## config.mk

```make
export PLATFORM = sky130hd
export DESIGN_NAME = hv_launch_ctrl
export DESIGN_NICKNAME = d
export VERILOG_FILES = /design/src/rtl/hv_launch_ctrl.sv
export SDC_FILE = /design/constraint.sdc
export NUM_CORES = 1
export LEC_CHECK = 0
export CAP_MARGIN = 30
export CORE_UTILIZATION = 60
export CTS_CLUSTER_DIAMETER = 50
export DETAILED_ROUTE_END_ITERATION = 8
export HOLD_SLACK_MARGIN = 0.05
export PLACE_DENSITY = 0.79
export SYNTH_ARGS = -nofsm -noshare
export SYNTH_HDL_FRONTEND = slang
export SYNTH_SLANG_ARGS = --single-unit
```

## constraint.sdc

```tcl
create_clock -name clk_hvl -period 2.35 [get_ports clk_hvl]
set_input_delay 0.47 -clock clk_hvl [delete_from_list [all_inputs] [get_ports clk_hvl]]
set_output_delay 0.47 -clock clk_hvl [all_outputs]
set_load 0.005 [all_outputs]
```

## src/rtl/hv_launch_ctrl.sv

```systemverilog
// ---------------------------------------------------------------------------
// hv_launch_ctrl
//
// Operator-facing launch controller that sits directly in front of the HV
// hold timer. It conditions the raw operator inputs, checks the requested
// hold time, and fires a single-cycle launch pulse with a stable delay value.
// It then supervises the hold window and enforces a cooldown and a sticky
// fault lockout.
//
// Build option:
//   HVL_CONFIRM_EN - adds confirm_btn. A start event is then only accepted
//                    while the debounced confirm level is high (two-hand
//                    launch). Without the macro the port does not exist and
//                    a start event alone is enough.
//
// Ports:
//   clk_hvl       in   system clock
//   rst_n_hvl     in   async assert / sync release, active-low reset
//   start_btn     in   raw start pushbutton (async, active-high)
//   arm           in   raw arm key switch (async level)
//   interlock_ok  in   raw interlock chain (async, 1 = safe)
//   confirm_btn   in   raw confirm pushbutton (HVL_CONFIRM_EN only)
//   delay_in[7:0] in   requested hold time in seconds
//   hold_active   in   hold-timer output, already synchronous
//   thhv_launch   out  one-cycle launch pulse to the hold timer
//   delay_out[7:0]out  latched hold time, stable between launches
//   busy          out  high in LAUNCH, HOLD and COOLDOWN
//   fault         out  high in FAULT
//   state_dbg[2:0]out  IDLE=0 ARMED=1 LAUNCH=2 HOLD=3 COOLDOWN=4 FAULT=5
// ---------------------------------------------------------------------------
module hv_launch_ctrl #(
    parameter int CLK_HZ       = 100000000,
    parameter int DEBOUNCE_CYC = 1000000,
    parameter int COOLDOWN_S   = 2,
    parameter int MAX_DELAY    = 60,
    parameter int ACK_TIMEOUT  = 16
) (
    input  logic       clk_hvl,
    input  logic       rst_n_hvl,
    input  logic       start_btn,
    input  logic       arm,
    input  logic       interlock_ok,
`ifdef HVL_CONFIRM_EN
    input  logic       confirm_btn,
`endif
    input  logic [7:0] delay_in,
    input  logic       hold_active,
    output logic       thhv_launch,
    output logic [7:0] delay_out,
    output logic       busy,
    output logic       fault,
    output logic [2:0] state_dbg
);

`ifdef HVL_CONFIRM_EN
    localparam int NUM_IN = 4;
`else
    localparam int NUM_IN = 3;
`endif
    localparam int          DCW     = $clog2(DEBOUNCE_CYC + 1);
    localparam logic [DCW-1:0] DEB_LAST = DCW'(DEBOUNCE_CYC - 1);
    localparam logic [31:0] CD_LAST  = 32'(COOLDOWN_S * CLK_HZ - 1);
    localparam logic [31:0] ACK_LAST = 32'(ACK_TIMEOUT - 1);
    localparam logic [7:0]  MAX_D8   = 8'(MAX_DELAY);

    typedef enum logic [2:0] {
        S_IDLE     = 3'd0,
        S_ARMED    = 3'd1,
        S_LAUNCH   = 3'd2,
        S_HOLD     = 3'd3,
        S_COOLDOWN = 3'd4,
        S_FAULT    = 3'd5
    } state_t;

    // -----------------------------------------------------------------------
    // Input conditioning: one lane per raw input, 2-FF sync then debounce.
    // Lane 0 = start, 1 = arm, 2 = interlock, 3 = confirm (optional).
    // -----------------------------------------------------------------------
    logic [NUM_IN-1:0]          w_raw;
    logic [NUM_IN-1:0][1:0]     r_sync;
    logic [NUM_IN-1:0][DCW-1:0] r_dcnt;
    logic [NUM_IN-1:0]          r_lvl;

    assign w_raw[0] = start_btn;
    assign w_raw[1] = arm;
    assign w_raw[2] = interlock_ok;
`ifdef HVL_CONFIRM_EN
    assign w_raw[3] = confirm_btn;
`endif

    // The debounced level follows the synced input only after it has differed
    // for DEBOUNCE_CYC consecutive cycles; any agreeing cycle restarts it.
    always_ff @(posedge clk_hvl or negedge rst_n_hvl) begin
        if (!rst_n_hvl) begin
            r_sync <= '0;
            r_dcnt <= '0;
            r_lvl  <= '0;
        end else begin
            for (int i = 0; i < NUM_IN; i++) begin
                r_sync[i] <= {r_sync[i][0], w_raw[i]};
                if (r_sync[i][1] == r_lvl[i]) begin
                    r_dcnt[i] <= '0;
                end else if (r_dcnt[i] == DEB_LAST) begin
                    r_lvl[i]  <= r_sync[i][1];
                    r_dcnt[i] <= '0;
                end else begin
                    r_dcnt[i] <= r_dcnt[i] + 1'b1;
                end
            end
        end
    end

    logic w_start;
    logic w_arm;
    logic w_ilk;
    logic w_confirm;
    logic w_start_evt;
    logic w_delay_ok;
    logic r_start_d;

    assign w_start = r_lvl[0];
    assign w_arm   = r_lvl[1];
    assign w_ilk   = r_lvl[2];
`ifdef HVL_CONFIRM_EN
    assign w_confirm = r_lvl[3];
`else
    assign w_confirm = 1'b1;
`endif

    // Rising edge of the debounced start level: a held button gives one event.
    assign w_start_evt = w_start & ~r_start_d;
    assign w_delay_ok  = (delay_in != 8'd0) && (delay_in <= MAX_D8);

    // -----------------------------------------------------------------------
    // State machine
    // -----------------------------------------------------------------------
    state_t      r_state;
    state_t      w_state_nxt;
    logic        w_latch;
    logic [31:0] r_cnt;   // cycles spent in the current state (HOLD/COOLDOWN)
    logic        r_seen;  // hold_active observed high during this HOLD

    always_ff @(posedge clk_hvl or negedge rst_n_hvl) begin
        if (!rst_n_hvl) r_state <= S_IDLE;
        else            r_state <= w_state_nxt;
    end

    always_comb begin
        w_state_nxt = r_state;
        w_latch     = 1'b0;
        case (r_state)
            S_IDLE: begin
                if (w_arm && w_ilk) w_state_nxt = S_ARMED;
            end
            S_ARMED: begin
                // Interlock is checked first so a simultaneous start never launches.
                if (!w_ilk) begin
                    w_state_nxt = S_FAULT;
                end else if (!w_arm) begin
                    w_state_nxt = S_IDLE;
                end else if (w_start_evt && w_confirm) begin
                    if (w_delay_ok) begin
                        w_state_nxt = S_LAUNCH;
                        w_latch     = 1'b1;
                    end else begin
                        w_state_nxt = S_FAULT;
                    end
                end
            end
            S_LAUNCH: begin
                w_state_nxt = S_HOLD;
            end
            S_HOLD: begin
                // The hold timer cannot be aborted; FAULT only flags the event.
                if (!w_ilk) begin
                    w_state_nxt = S_FAULT;
                end else if (r_seen) begin
                    if (!hold_active) w_state_nxt = S_COOLDOWN;
                end else if (!hold_active && (r_cnt >= ACK_LAST)) begin
                    w_state_nxt = S_FAULT;
                end
            end
            S_COOLDOWN: begin
                if (!w_ilk) begin
                    w_state_nxt = S_FAULT;
                end else if (r_cnt >= CD_LAST) begin
                    w_state_nxt = w_arm ? S_ARMED : S_IDLE;
                end
            end
            S_FAULT: begin
                if (!w_arm && w_ilk) w_state_nxt = S_IDLE;
            end
            default: w_state_nxt = S_IDLE;
        endcase
    end

    // -----------------------------------------------------------------------
    // Counters, latched delay and registered output decodes. The decodes are
    // taken from the next state so they line up with the state register.
    // -----------------------------------------------------------------------
    logic       r_launch;
    logic       r_busy;
    logic       r_fault;
    logic [7:0] r_delay;

    always_ff @(posedge clk_hvl or negedge rst_n_hvl) begin
        if (!rst_n_hvl) begin
            r_start_d <= 1'b0;
            r_cnt     <= '0;
            r_seen    <= 1'b0;
            r_launch  <= 1'b0;
            r_busy    <= 1'b0;
            r_fault   <= 1'b0;
            r_delay   <= '0;
        end else begin
            r_start_d <= w_start;
            if (w_state_nxt != r_state) r_cnt <= '0;
            else if ((r_state == S_HOLD) || (r_state == S_COOLDOWN)) r_cnt <= r_cnt + 32'd1;
            r_seen    <= (r_state == S_HOLD) && (r_seen || hold_active);
            r_launch  <= (w_state_nxt == S_LAUNCH);
            r_busy    <= (w_state_nxt == S_LAUNCH) || (w_state_nxt == S_HOLD) ||
                         (w_state_nxt == S_COOLDOWN);
            r_fault   <= (w_state_nxt == S_FAULT);
            if (w_latch) r_delay <= delay_in;
        end
    end

    assign thhv_launch = r_launch;
    assign delay_out   = r_delay;
    assign busy        = r_busy;
    assign fault       = r_fault;
    assign state_dbg   = r_state;

endmodule

```

==> results of run 1 <==
[area by class of cell]
type	instances	area, sq um	share of cell area (%)
clock buffers	18	418	5.84
multi-input cells	417	2820	39.4
clock inverters	14	176	2.47
flip-flops and latches	117	2930	40.9
repair buffers	62	608	8.50
inverters	12	45.0	0.630
well taps	129	161	2.26
[placed cells by master, fill, tap and decap left out, types with 23 or more instances in the layout]
cell and count:
xnor2_1 35, dfrtp_1 117, nor2_1 91, nand3_1 36, buf_4 29, nand2_1 37
xor2_1 53, nand4_1 23, nor3_2 30, clkdlybuf4s50_1 26
[stage by stage]
step	instance area, sq um	instances
after CTS	7140	768
final	7150	769
after global placement	6540	735
after detailed placement	6540	735
after global routing	7150	769
after floorplan	5920	567
[power breakdown]
group / switching, uW / internal, uW / total [uW]
Combinational: 150 / 128 / 279
Clock: 967 / 1620 / 2590
Sequential: 35.2 / 2050 / 2090
[worst max-delay path: cells and delay by family]
| family | cells | cell delay [ns] |
|---|---|---|
| AO/OA/AOI/OAI | 1 | 0.22 |
| buffers and inverters | 2 | 0.70 |
| multiplexers | 1 | 0.19 |
| AND/OR/NAND/NOR | 4 | 1.04 |
[worst min path at each step]
| stage | endpoint | cells after the start |
|---|---|---|
| final | r_sync[1] | 0 |
| after global routing | r_sync[1] | 0 |
| after CTS | r_sync[1] | 0 |
| after detailed placement | r_sync[1] | 0 |
| after global placement | r_sync[1] | 0 |
| after floorplan | busy | 0 |
[kinds of logic (layout without fill, tap and decap cells)]
family / Yosys count / in the layout / share of synthesized area (%)
and+or+nand+nor: 294 / 294 / 28.0
DFF: 117 / 117 / 49.4
xor gates and xnor gates: 88 / 88 / 13.0
buffers and inverters: 33 / 106 / 3.27
AOI/OAI and AO/OA: 20 / 20 / 3.13
muxes: 11 / 11 / 2.26
adders and majority gates: 4 / 4 / 0.845
[layer usage]
layer / GRT usage (%) / vias up / share of wire, %
met1: 33.9 / 2126 / 44
li1: - / 2064 / -
met3: 6.35 / 19 / 3.7
met4: 12.9 / 0 / 1.6
met5: 0 / - / 0
met2: 42.4 / 96 / 50
[registers in the layout, summed over array words and instances (netlist names)]
| name | cells |
|---|---|
| delay_out | 8 |
| state_dbg | 3 |
| r_start_d | 1 |
| thhv_launch | 1 |
| r_seen | 1 |
| r_dcnt | 60 |
| r_lvl | 3 |
| r_cnt | 32 |
| busy | 1 |
| r_sync | 6 |
| fault | 1 |
[synth_stat cells, types with 9 or more instances]
master    count  share of area, %
nand3_1      36               3.0
nand2_1      37               2.3
clkbuf_1     10              0.63
xor2_1       53               7.8
nor4_1        9              0.95
dfrtp_1     117                49
nand4_1      23               2.4
and3_1       12               1.3
inv_1        12              0.76
nor3_1       10              0.85
nor2_1       91               5.8
nor3_2       30               5.1
xnor2_1      35               5.2
[repair_timing]
item                       4_1_cts  5_1_grt
hold endpoints to repair        30        0
resized for setup                1        1
pin swaps                        0        1
setup buffers                    0        1
setup endpoints to repair       12       25
hold buffers                     1        0
==> flow_summary.toml, run 1 <==
[status]
status = "finished, final reports clean"

[power_and_ir_drop]
ir_worst_vdd_v = 0.000791
power.density_mw_per_mm2 = 693
finalPower_uw = 4960
p_leak_uw = 0.00317

[critical_path]
regToRegSetupSlack_ns = 0.12
crit_required_ns = 2.74
cp_slowest_cell = "or4_4"
path_class = "input pin to flop"
crit_fanout = 32
critical-path-max-stage-delay_ns = 0.56
startpoint = "delay_in[3]"
start_kind = "input pin"
r2r-start = "r_cnt[31]"
arrival_ns = 2.65
end_kind = "flop"
r2r_end = "r_cnt[24]"
critPathCapture = "r_cnt[24]"
crit_chain = "clkdlybuf4s50_1 -> or4_4 -> mux2i_4 -> nor3_4 -> a31o_4 -> nor4bb_4 -> buf_12 -> nor3_2"
ff2ff_path_depth = 8

[sta]
rsz0062_at_grt = "false"
finalCriticalPeriod_ns = 2.26
fin_hold_ws_ns = 0.347
slew_headroom_pct = 66.2
finalWorstSetupSlack_ns = 0.0924
hold_viol = 0
fin_skew_ns = 0.0118
fin_tns_setup_ns = 0
final.period_utilization_pct = 96.1
worstMarginPinSlew_ns = 0.500
clock.fmax_ghz = 0.443
finalMaxSlewViolations = 0
setup-violations-final = 0

[route]
first_pass_iters = 6
vias = 4305
drtIter0Drc = 172
routedWlPerCell_microns = 15.6
ant_nets = 0
via_per_inst = 5.60
drc = 0
routed_wl_microns = 12000

[global_routing]
overflow = 0
antenna_found_initial = 0
grt_pass1_vias = 4354
grt.total_usage_pct = 26.5
grt_pass1_wl_microns = 20700
grt_max_degree = 46

[logic_synthesis]
synth-edff-count = 0
synth_flop_cell = "dfrtp_1"
synthesis.nets = 585
syn_inst = 567
ys_seq_area_share_pct = 49.4
syn_area_sq_mm = 0.00592
synth_area_per_cell_sq_um = 10.4
synth_seq_cells = 117
yosys_warnings = 0
ys_types = 53
synthArstFlopShare_pct = 100

[place]
place_congestion = 0.863
pre_cts_slack_ns = -0.430
io_buffers = 27
hpwl_microns = 8060

[layout]
num-fill-cells = 637
insertedDiodeCount = 0
final_util_pct = 76.0
drive_above_1_share_pct = 17.0
final_nets = 645
syn_to_final_growth_pct = 20.8

[floorplan]
num_rows = 35
core-area_sq_mm = 0.00942
die_w_microns = 101
dieArea_sq_mm = 0.0103
start_util_pct = 62.9
chipHeight_microns = 101
pin_count = 28

[clock_tree]
cts_tree = "yes"
clock-sinks = 117
clkTransAtPathRegs_ns = 0.06
htreeDepth = 4
insertion_delay_ns = 0.53
cts_made_buffers = 17
clockRootBuffer = "clkbuf_8"
clk_path_buf_depth = 2

[job]
cap_violations = 0

[hold_path]
holdCritPathClass = "flop to flop"
hold_start = "r_sync[0]"
No activity file was read; power rests on OpenSTA's default activity.
==> inputs of run 2 (changes only) <==
Settings changed: CORE_UTILIZATION 60 to 50, PLACE_DENSITY 0.79 to 0.68.
==> run 2 against run 1 <==
Effect of this change: first-iteration DRC count rose by 33%; design area rose by 2.6%; worst setup slack got worse by 0.0076 ns; core utilization fell by 12 points; hold slack improved by 0.0069 ns; critical path type unchanged; largest cell class unchanged.
==> flow_summary.toml, run 2 (synthesis results as in run 1) <==
[status]
status = "finished, final reports clean"

[layout]
syn_to_final_growth_pct = 24.0
multi_input_area_sq_mm = 0.00284
insertedDiodeCount = 0
num-fill-cells = 895
mostFrequentLayoutCells = "dfrtp_1, nor2_1, xor2_1, nand2_1, nand3_1"
seqCellArea_sq_mm = 0.00293
final_common_cell = "dfrtp_1"
drive_above_1_share_pct = 17.8
largest_register_ffs = 60
final_nets = 645
largest_register = "r_dcnt"

[power_and_ir_drop]
pwr-share-comb_pct = 5.0
p_switching_uw = 1100
p_leak_uw = 0.00328
finalPower_uw = 5350
p_seq_share_pct = 39.1
ir_worst_vdd_v = 0.000750
p_sw_share_pct = 20.6
clkPwrFrac_pct = 56.0
power.density_mw_per_mm2 = 729
p_int_uw = 4250

[sta]
final.period_utilization_pct = 96.4
setup-violations-final = 0
fin_tns_setup_ns = 0
finalCriticalPeriod_ns = 2.27
worstMarginPinSlew_ns = 0.480
rsz0062_at_grt = "false"
fin_skew_ns = 0.0111
fin_hold_ws_ns = 0.354
finalMaxSlewViolations = 0
clock.fmax_ghz = 0.441
hold_viol = 0
slew_headroom_pct = 67.7
finalWorstSetupSlack_ns = 0.0847

[global_routing]
grt.total_usage_pct = 20.5
antenna_found_initial = 0
grt_max_degree = 49
grt_pass1_vias = 4353
grt_pass1_wl_microns = 20200
overflow = 0

[critical_path]
crit_fanout = 6
crit_required_ns = 2.66
r2r-start = "r_cnt[25]"
arrival_ns = 2.57
startpoint = "delay_in[2]"
start_kind = "input pin"
path_class = "input pin to flop"
cp_slowest_cell = "or4_4"
critical-path-max-stage-delay_ns = 0.44
crit_chain = "clkdlybuf4s50_1 -> or4_4 -> mux2i_4 -> nor3_4 -> a31o_4 -> nor4bb_4 -> buf_6 -> clkbuf_16 -> nor3_2"
end_kind = "flop"

[route]
vias = 4253
drtIter0Drc = 229
via_per_inst = 5.43
first_pass_iters = 4
drc = 0
routed_wl_microns = 11700
routedWlPerCell_microns = 15.0
ant_nets = 0

[clock_tree]
clock-sinks = 117
clockRootBuffer = "clkbuf_16"
clk_path_buf_depth = 2
cts_made_buffers = 17
insertion_delay_ns = 0.42
clkTransAtPathRegs_ns = 0.05
cts_tree = "yes"
htreeDepth = 4

[floorplan]
chipHeight_microns = 111
num_rows = 39
core-area_sq_mm = 0.0115
dieArea_sq_mm = 0.0123
pin_count = 28
die_w_microns = 111
start_util_pct = 51.6

[place]
pre_cts_slack_ns = -0.468
io_buffers = 27
place_congestion = 0.796
hpwl_microns = 7670

[hold_path]
hold_start = "r_sync[2]"
holdCritPathClass = "flop to flop"

[job]
cap_violations = 0
[run 2: area by class of cell]
cell class	count	area share [%]
clock inverters	12	3.05
multi-input cells	417	38.6
flip-flops and latches	117	39.9
repair buffers	62	9.05
clock buffers	20	6.36
well taps	143	2.44
inverters	12	0.613
[run 2: metal layers]
metal,global-route usage (%),up-vias,routed length (microns)
li1,-,2071,-
met5,0,-,0
met3,5.69,18,366
met1,25.8,2116,5530
met2,33.6,48,5660
met4,7.73,0,173
[run 2: power groups by stage]
stage                     clock network [uW]  registers, uW  logic [uW]
after global routing                    3120           2090         297
after floorplan                            0           2120         125
after detailed placement                   0           2120         271
final                                   2990           2090         267
after global placement                     0           2120         260
after CTS                               3040           2090         273
[run 2: repair_timing]
item,CTS,global route
gates resized for setup,1,21
hold buffers,1,0
hold endpoints to repair,26,0
setup buffers,0,1
pin swaps,0,5
cloned,0,3
endpoints found under the setup margin,12,32
[run 2: path summary, 6_finish.rpt]
check	to	slack [ns]	depth (start not counted)
max in group asynchronous	r_dcnt[48]	1.25	3
max reg2reg	r_cnt[11]	0.11	9
min in group asynchronous	r_dcnt[31]	0.52	2
max	r_cnt[30]	0.08	9
min	r_sync[3]	0.35	0
min reg2reg	r_sync[3]	0.35	0
[run 2: metrics by stage]
step           instances  util (%)  cell area, sq um
3_3_place_gp         746      56.7              6510
4_1_cts              779      62.9              7210
3_5_place_dp         746      56.7              6510
6_report             783      64.0              7340
5_1_grt              783      64.0              7340
2_1_floorplan        567         -              5920
[run 2: critical path: cells and delay by family]
| kind | cells | cell delay (ns) |
|---|---|---|
| simple gates | 4 | 0.84 |
| buf+inv | 3 | 0.80 |
| mux | 1 | 0.23 |
| compound gates | 1 | 0.23 |
